`src/rtl/moore_fsm_pkg.sv`:
```
// Shared types and code constants for the moore_fsm ordered-sequence tracker.
package moore_fsm_pkg;

  // State encoding doubles as the output code, so out is a direct decode.
  typedef enum logic [1:0] {
    IDLE = 2'b00,
    S1   = 2'b01,
    S2   = 2'b10,
    S3   = 2'b11
  } state_t;

  typedef logic [1:0] code_t;

  localparam code_t CODE_NONE  = 2'b00;
  localparam code_t CODE_STEP1 = 2'b01;
  localparam code_t CODE_STEP2 = 2'b10;
  localparam code_t CODE_STEP3 = 2'b11;

  // Width of the idle counter; TIMEOUT_CYCLES must fit in it.
  localparam int unsigned TIMER_W = 8;

  // Table-driven next state, ignoring any timeout.
  function automatic state_t seq_next(input state_t cur, input code_t code);
    state_t nxt;
    nxt = IDLE;
    case (code)
      CODE_NONE: nxt = cur;
      // 01 always (re)starts the sequence, from any state.
      CODE_STEP1: nxt = S1;
      CODE_STEP2: nxt = (cur == S1) ? S2 : IDLE;
      CODE_STEP3: nxt = (cur == S2) ? S3 : IDLE;
      default: nxt = IDLE;
    endcase
    return nxt;
  endfunction

endpackage

```
`src/rtl/moore_fsm_timer.sv`:
```
// Idle counter for moore_fsm: counts consecutive idle cycles and flags when
// the programmed limit has been reached. Used only with MOORE_FSM_TIMEOUT_EN.
module moore_fsm_timer
  import moore_fsm_pkg::*;
#(
  parameter int unsigned TIMEOUT_CYCLES = 8
) (
  input  logic clk,
  input  logic reset,
  input  logic clr,
  input  logic inc,
  output logic expired
);

  logic [TIMER_W-1:0] count;

  // Counter register: clear has priority over increment; saturates at all-ones.
  always_ff @(posedge clk) begin
    if (reset || clr) begin
      count <= '0;
    end else if (inc && (count != '1)) begin
      count <= count + 1'b1;
    end
  end

  assign expired = (count == TIMER_W'(TIMEOUT_CYCLES));

endmodule

```
`src/rtl/moore_fsm.sv`:
```
// Moore ordered-sequence tracker: IDLE->S1->S2->S3 on codes 01,10,11.
// Optional idle timeout enabled with `define MOORE_FSM_TIMEOUT_EN.
module moore_fsm
  import moore_fsm_pkg::*;
#(
  parameter int unsigned TIMEOUT_CYCLES = 8
) (
  input  logic       clk,
  input  logic       reset,
  input  logic [1:0] in,
  output logic [1:0] out
);

  // Elaboration-time range check on the timeout limit.
  if ((TIMEOUT_CYCLES < 1) || (TIMEOUT_CYCLES > 255)) begin : g_bad_timeout
    $error("moore_fsm: TIMEOUT_CYCLES must be in 1..255");
  end

  state_t state;
  state_t state_nxt;
  code_t  code;

  assign code = code_t'(in);

`ifdef MOORE_FSM_TIMEOUT_EN
  logic tmr_clr;
  logic tmr_inc;
  logic tmr_expired;
  logic timeout_hit;

  // Timer control: count idle cycles outside IDLE, clear on activity or timeout.
  always_comb begin
    timeout_hit = tmr_expired && (code == CODE_NONE) && (state != IDLE);
    tmr_clr     = (code != CODE_NONE) || (state == IDLE) || timeout_hit;
    tmr_inc     = !tmr_clr;
  end

  moore_fsm_timer #(
    .TIMEOUT_CYCLES(TIMEOUT_CYCLES)
  ) u_timer (
    .clk    (clk),
    .reset  (reset),
    .clr    (tmr_clr),
    .inc    (tmr_inc),
    .expired(tmr_expired)
  );
`endif

  // State register with synchronous reset.
  always_ff @(posedge clk) begin
    if (reset) begin
      state <= IDLE;
    end else begin
      state <= state_nxt;
    end
  end

  // Next-state logic: sequence table, with optional idle timeout override.
  always_comb begin
    state_nxt = IDLE;
    case (state)
      IDLE, S1, S2, S3: state_nxt = seq_next(state, code);
      default:          state_nxt = IDLE;
    endcase
`ifdef MOORE_FSM_TIMEOUT_EN
    if (timeout_hit) begin
      state_nxt = IDLE;
    end
`endif
  end

  // Output decode from the state register only.
  always_comb begin
    out = 2'b00;
    case (state)
      IDLE:    out = 2'b00;
      S1:      out = 2'b01;
      S2:      out = 2'b10;
      S3:      out = 2'b11;
      default: out = 2'b00;
    endcase
  end

endmodule

```
`config.mk`:
```
export PLATFORM = sky130hd
export DESIGN_NAME = moore_fsm
export DESIGN_NICKNAME = d
export VERILOG_FILES = /design/src/rtl/moore_fsm_pkg.sv /design/src/rtl/moore_fsm_timer.sv /design/src/rtl/moore_fsm.sv
export SDC_FILE = /design/constraint.sdc
export NUM_CORES = 1
export LEC_CHECK = 0
export CAP_MARGIN = 20
export CORE_AREA = 5 5 42 44
export CTS_BUF_LIST = sky130_fd_sc_hd__clkbuf_4
export DETAILED_ROUTE_END_ITERATION = 12
export DIE_AREA = 0 0 47 49
export PLACE_DENSITY = 0.3
export RECOVER_POWER = 50
export SYNTH_ARGS = -nofsm -noshare
export SYNTH_HDL_FRONTEND = slang
export SYNTH_HIERARCHICAL = 1
export SYNTH_SLANG_ARGS = --single-unit
```
`constraint.sdc`:
```
create_clock -name clk -period 0.8 [get_ports clk]
set_input_delay 0.08 -clock clk [delete_from_list [all_inputs] [get_ports clk]]
set_output_delay 0.08 -clock clk [all_outputs]
set_load 0.005 [all_outputs]
```
==> flow_summary_export.csv, run 1 <==
group,metric,value,unit
layout,nFillCells,169,
sta,relSlewSlack,0.880,
grt,antenna_found_initial,0,
power_and_ir_drop,power,0.376,mW
power_and_ir_drop,p_leak,0.0851,nW
yosys,seq_area_frac_synth,0.400,
yosys,yosysWarnings,6,
power_and_ir_drop,internal_power,0.305,mW
die,dieArea,0.00230,mm²
sta,period_minus_slack,914,ps
layout,design_area,224,µm²
worst_setup_path,cpMaxStageDelayCell,"or3b_1",
die,std_cell_rows,14,
sta,fin_tns_setup,-154,ps
worst_setup_path,cp.arrival,1040,ps
clocking,cts_tree,"done",
clocking,cts_setup_buffers,0,
worst_setup_path,crit_required,930,ps
min_path,holdPathStages,2,
worst_setup_path,worstSetupPathType,"reg2reg",
worst_setup_path,cp-end-kind,"flop",
yosys,syn_area,100,µm²
routing,dr_total_vias,123,
min_path,hp-start,"reset",
sta,tightest_slew,180,ps
worst_setup_path,critPathMaxFanout,3,
min_path,hold_end,"state[0]",
grt,grt_overflow,0,
grt,grt_pass1_wl,476,µm
yosys,synth_nets,15,
routing,ant_nets,0,
routing,met1_length,133,µm
sta,hold_viol_final,0,
min_path,min_path_type,"in2reg",
routing,drcViolationCount,0,
grt,grt_pass1_vias,142,
layout,drive_above_1_share,0.619,
job,max_cap_viol_count,0,
sta,drv_slew,0,
sta,max_freq,1090,MHz
outcome,outcome,"complete, but fails checks",
routing,post_drt_wl_per_cell,8.14,µm
clocking,cts-root-buf,"clkbuf_4",
worst_setup_path,cp-start-kind,"flop",
layout,largest_reg_flops,2,
sta,finalCritPeriodShare,1.14,
yosys,synth_area_leaders,"dfxtp_1, nand4bb_1, nand4b_1",
layout,final_cells,37,
power_and_ir_drop,combPwrFrac,0.138,
layout,fin_nets,27,
die,die_h,49,µm
sta,rsz0062_at_grt,"yes",
routing,drt_pre_antenna_iters,1,
place,port_buffers,5,
clocking,cts_num_sinks,2,
yosys,synth-async-reset-ratio,0,
die,initial_core_util,0.0714,
sta,clock_skew,2.06,ps
yosys,synth.largest_area_cell,"dfxtp_1",
yosys,ys.flop_type,"dfxtp_1",
layout,syn2layout_area_growth,124,%
sta,setup_viol,2,
die,core,0.00140,mm²
yosys,yosysUniqueCellTypes,9,
place,globalplace.congestion,0.608,
clocking,path_clk_slew,30,ps
routing,drtIter0Drc,0,
outcome,violations,"negative setup slack",
routing,wirelength,301,µm
clocking,clockBufferDepth,2,
place,dp_cells,34,
layout,max_flop_register,"state",
yosys,synth_seq_cells,2,
power_and_ir_drop,swShare,0.188,
routing,top_layer,"met4",
layout,regArea,42.5,µm²
layout,multiInputGateArea,65.1,µm²
yosys,synth-edff-count,0,
power_and_ir_drop,power.density,1680,mW/mm²
worst_setup_path,r2r_slack,-110,ps
place,placed_area,194,µm²
die,die_x,47,µm
yosys,yosysTopAreaCellShare,0.400,
yosys,synth_common_cells,"clkbuf_1, dfxtp_1",
power_and_ir_drop,power_frac_seq,0.286,
clocking,clock_latency,220,ps
worst_setup_path,cp_cell_sequence,"or3b_1, a31oi_1",
routing,avgViaCountPerCell,3.32,
power_and_ir_drop,pwr-share-clk,0.577,
clocking,ctsHoldBuffers,0,
power_and_ir_drop,peakVddDrop,0.579,mV
routing,dr_wl_met2,113,µm
clocking,cts_made_buffers,3,
clocking,h-tree-depth,1,
sta,finalWorstSetupSlack,-114,ps
worst_setup_path,reg2reg_from,"state[1]",
power_and_ir_drop,netSwitchingPower,0.0707,mW
layout,largestRegisters,"state: 2 flops",
worst_setup_path,r2r_end,"state[1]",
grt,grt_use_total,0.0352,
yosys,syn_area_per_cell,9.10,µm²
layout,n_antenna_cell,0,
yosys,syn_inst,11,
die,boundaryPins,6,
worst_setup_path,r2r_cells,2,
grt,grt_start_max_net_pins,5,
worst_setup_path,max_stage_delay,340,ps
routing,dr_wl_met3,46,µm
-- how the worst max path moves through the flow --
stage | startpoint | end | slack, ps
after floorplan | state[1] | state[1] | -40
after global placement | in[1] | state[1] | -340
after detailed placement | in[1] | state[1] | -320
after CTS | state[1] | state[1] | -120
after global routing | state[1] | state[1] | -140
final | state[1] | state[1] | -110
-- cells by family after synthesis --
group | count (synthesis) | share of synthesized area
AO/OA/AOI/OAI | 2 | 0.138
flip-flops | 2 | 0.400
AND/OR/NAND/NOR | 5 | 0.388
buffers and inverters | 2 | 0.0750
-- final cells by class --
| type | count | area share |
|---|---|---|
| Sequential cell | 2 | 0.190 |
| Multi-Input combinational cell | 7 | 0.291 |
| Tap cell | 16 | 0.0894 |
| Timing Repair Buffer | 9 | 0.330 |
| Clock buffer | 3 | 0.101 |
-- timing repair --
action,in CTS,in global routing
gates cloned,0,0
pin swaps,1,0
gates resized for setup,9,2
setup endpoints to repair,4,3
-- per-stage QoR --
step	hold WS (ps)	util	setup slack (ps)
3_3_place_gp	604	0.138	-344
4_1_cts	454	0.163	-116
3_5_place_dp	587	0.138	-322
5_1_grt	460	0.160	-141
6_report	458	0.160	-114
2_1_floorplan	142	-	-43.5
-- routing by layer --
layer / vias up / track usage
met5: - / 0
met4: 0 / 0.0691
met3: 2 / 0.0185
met2: 6 / 0.0294
met1: 53 / 0.0372
li1: 62 / -
-- power groups by stage --
| stage | Sequential [mW] | Clock [mW] | Combinational (mW) |
|---|---|---|---|
| 2_1_floorplan | 0.108 | 0 | 0.00995 |
| 3_3_place_gp | 0.108 | 0 | 0.0486 |
| 3_5_place_dp | 0.108 | 0 | 0.0486 |
| 4_1_cts | 0.107 | 0.234 | 0.0523 |
| 5_1_grt | 0.108 | 0.238 | 0.0547 |
| 6_report | 0.107 | 0.217 | 0.0517 |
-- cell usage in the layout, fill, tap and decap left out --
| cell | Yosys | final |
|---|---|---|
| a211oi_2 | 0 | 1 |
| clkdlybuf4s50_1 | 0 | 3 |
| a31oi_1 | 1 | 1 |
| dfxtp_2 | 0 | 2 |
| nand2b_4 | 0 | 1 |
| clkbuf_2 | 0 | 1 |
| clkbuf_4 | 0 | 3 |
| buf_6 | 0 | 1 |
| buf_2 | 0 | 1 |
| nand4b_1 | 1 | 1 |
| buf_4 | 0 | 3 |
| or3b_1 | 1 | 1 |
| nor2_1 | 1 | 1 |
| nand4bb_1 | 1 | 1 |
-- critical path, delay by kind of cell, from the launching register on --
family,cells,cell delay [ps]
AO/OA/AOI/OAI,1,160
flip-flops,1,320
AND/OR/NAND/NOR,1,340
Power figures use the tool's default switching activity.
==> run 2: changes to the inputs <==
- TNS_END_PERCENT: default -> 30
==> run 2 against run 1 <==
  * The run still ends with negative setup slack left
  * First-iteration DRC count did not move
  * Total power fell by 0.61%
  * Maximum frequency rose by 0.40%
  * Via count did not move
  * Design area fell by 0.56%
  * Non-clock buffer count did not move
  * Sequential power barely moved
  * Largest power group unchanged
==> flow_summary_export.csv, run 2 (synthesis gave the netlist of run 1 again) <==
group,metric,value,unit
grt,grt_overflow,0,
die,boundaryPins,6,
routing,wirelength,307,µm
layout,fin_util,0.159,
sta,tightest_slew,180,ps
clocking,h-tree-depth,1,
clocking,cts_num_sinks,2,
worst_setup_path,r2r_slack,-110,ps
layout,largestRegisters,"state: 2 flops",
grt,antenna_found_initial,0,
routing,drt_pre_antenna_iters,1,
sta,finalCritPeriodShare,1.14,
layout,fin_nets,27,
sta,hold_viol_final,0,
min_path,min_path_type,"in2reg",
power_and_ir_drop,power.density,1680,mW/mm²
die,core,0.00140,mm²
clocking,cts_made_buffers,3,
die,std_cell_rows,14,
sta,finalWorstSetupSlack,-111,ps
worst_setup_path,cp-start-kind,"flop",
layout,final_common_cell,"buf_4",
worst_setup_path,critPathMaxFanout,3,
die,dieArea,0.00230,mm²
routing,avgViaCountPerCell,3.32,
worst_setup_path,crit_required,930,ps
sta,rsz0062_at_grt,"yes",
layout,syn2layout_area_growth,123,%
worst_setup_path,cp-end-kind,"flop",
routing,ant_nets,0,
sta,drv_slew,0,
worst_setup_path,worstSetupPathType,"reg2reg",
clocking,cts_tree,"done",
power_and_ir_drop,peakVddDrop,0.576,mV
sta,period_minus_slack,911,ps
job,max_cap_viol_count,0,
sta,relSlewSlack,0.880,
die,die_h,49,µm
grt,grt_pass1_vias,142,
die,die_x,47,µm
clocking,path_clk_slew,30,ps
clocking,cts-root-buf,"clkbuf_4",
routing,post_drt_wl_per_cell,8.30,µm
layout,largest_reg_flops,2,
grt,grt_use_total,0.0352,
die,initial_core_util,0.0714,
sta,setup_viol,3,
sta,hold_slack,466,ps
outcome,outcome,"complete, but fails checks",
power_and_ir_drop,p_leak,0.0874,nW
sta,max_freq,1100,MHz
clocking,clock_latency,220,ps
place,port_buffers,5,
grt,grt_pass1_wl,476,µm
sta,clock_skew,2.06,ps
layout,drive_above_1_share,0.524,
worst_setup_path,cp.arrival,1040,ps
power_and_ir_drop,power,0.374,mW
routing,drtIter0Drc,0,
layout,n_antenna_cell,0,
place,globalplace.congestion,0.608,
grt,grt_start_max_net_pins,5,
outcome,violations,"negative setup slack",
layout,layout_common_cells,"buf_4, clkbuf_4, clkdlybuf4s50_1",
clocking,clockBufferDepth,2,
routing,drcViolationCount,0,
layout,max_flop_register,"state",
routing,dr_total_vias,123,
run 2: cell count changes in the layout (fill, tap and decap cells not counted):
cell,change
dfxtp_2,-1
buf_4,+1
buf_6,-1
dlygate4sd2_1,+1
clkbuf_2,-1
dfxtp_1,+1
run 2: per-layer routing:
layer / part of all wire / wire [µm] / up-vias / global-route usage
met5: 0 / 0 / - / 0
met4: 0.023 / 7 / 0 / 0.0691
met3: 0.15 / 46 / 2 / 0.0185
met2: 0.37 / 114 / 6 / 0.0294
met1: 0.45 / 138 / 53 / 0.0372
li1: - / - / 62 / -
run 2: area by class of cell:
| class | instances | area, µm² |
|---|---|---|
| clock buffers | 3 | 22.5 |
| fillers | 167 | 1180 |
| well taps | 16 | 20.0 |
| flip-flops and latches | 2 | 41.3 |
| multi-input cells | 7 | 65.1 |
| repair buffers | 9 | 73.8 |
run 2: what timing repair did:
item	in CTS	in global routing
pin swaps	1	0
endpoints found under the setup margin	4	3
hold buffers	0	0
buffers inserted	0	0
gates resized for setup	8	0
run 2: final timing paths:
check / endpoint / start / cells past startpoint
setup / recovery: state[1] / state[1] / 2
hold / removal: state[0] / reset / 2
setup reg to reg: state[1] / state[1] / 2
hold reg to reg: state[1] / state[1] / 2
run 2: report_power, final:
group / switching (mW) / internal, mW
Sequential: 0.00195 / 0.104
Combinational: 0.0167 / 0.0339
Clock: 0.0516 / 0.165
run 2: critical path, stage by stage (launching register included):
cell and delay [ps]:
dfxtp_2 320, or3b_1 340, a31oi_1 160
run 2: through the flow:
stage	setup slack, ps	cell area (µm²)	cells	TNS (ps)
after global placement	-344	194	34	-810
after CTS	-116	224	37	-243
final	-111	223	37	-227
after detailed placement	-322	194	34	-764
after floorplan	-43.5	101	11	-43.5
after global routing	-144	223	37	-304
==> run 3: changes to the inputs <==
- CTS_CLUSTER_SIZE: default -> 12
==> results of run 3 <==
The final DEF is identical to that of run 2; final timing and power are the same.
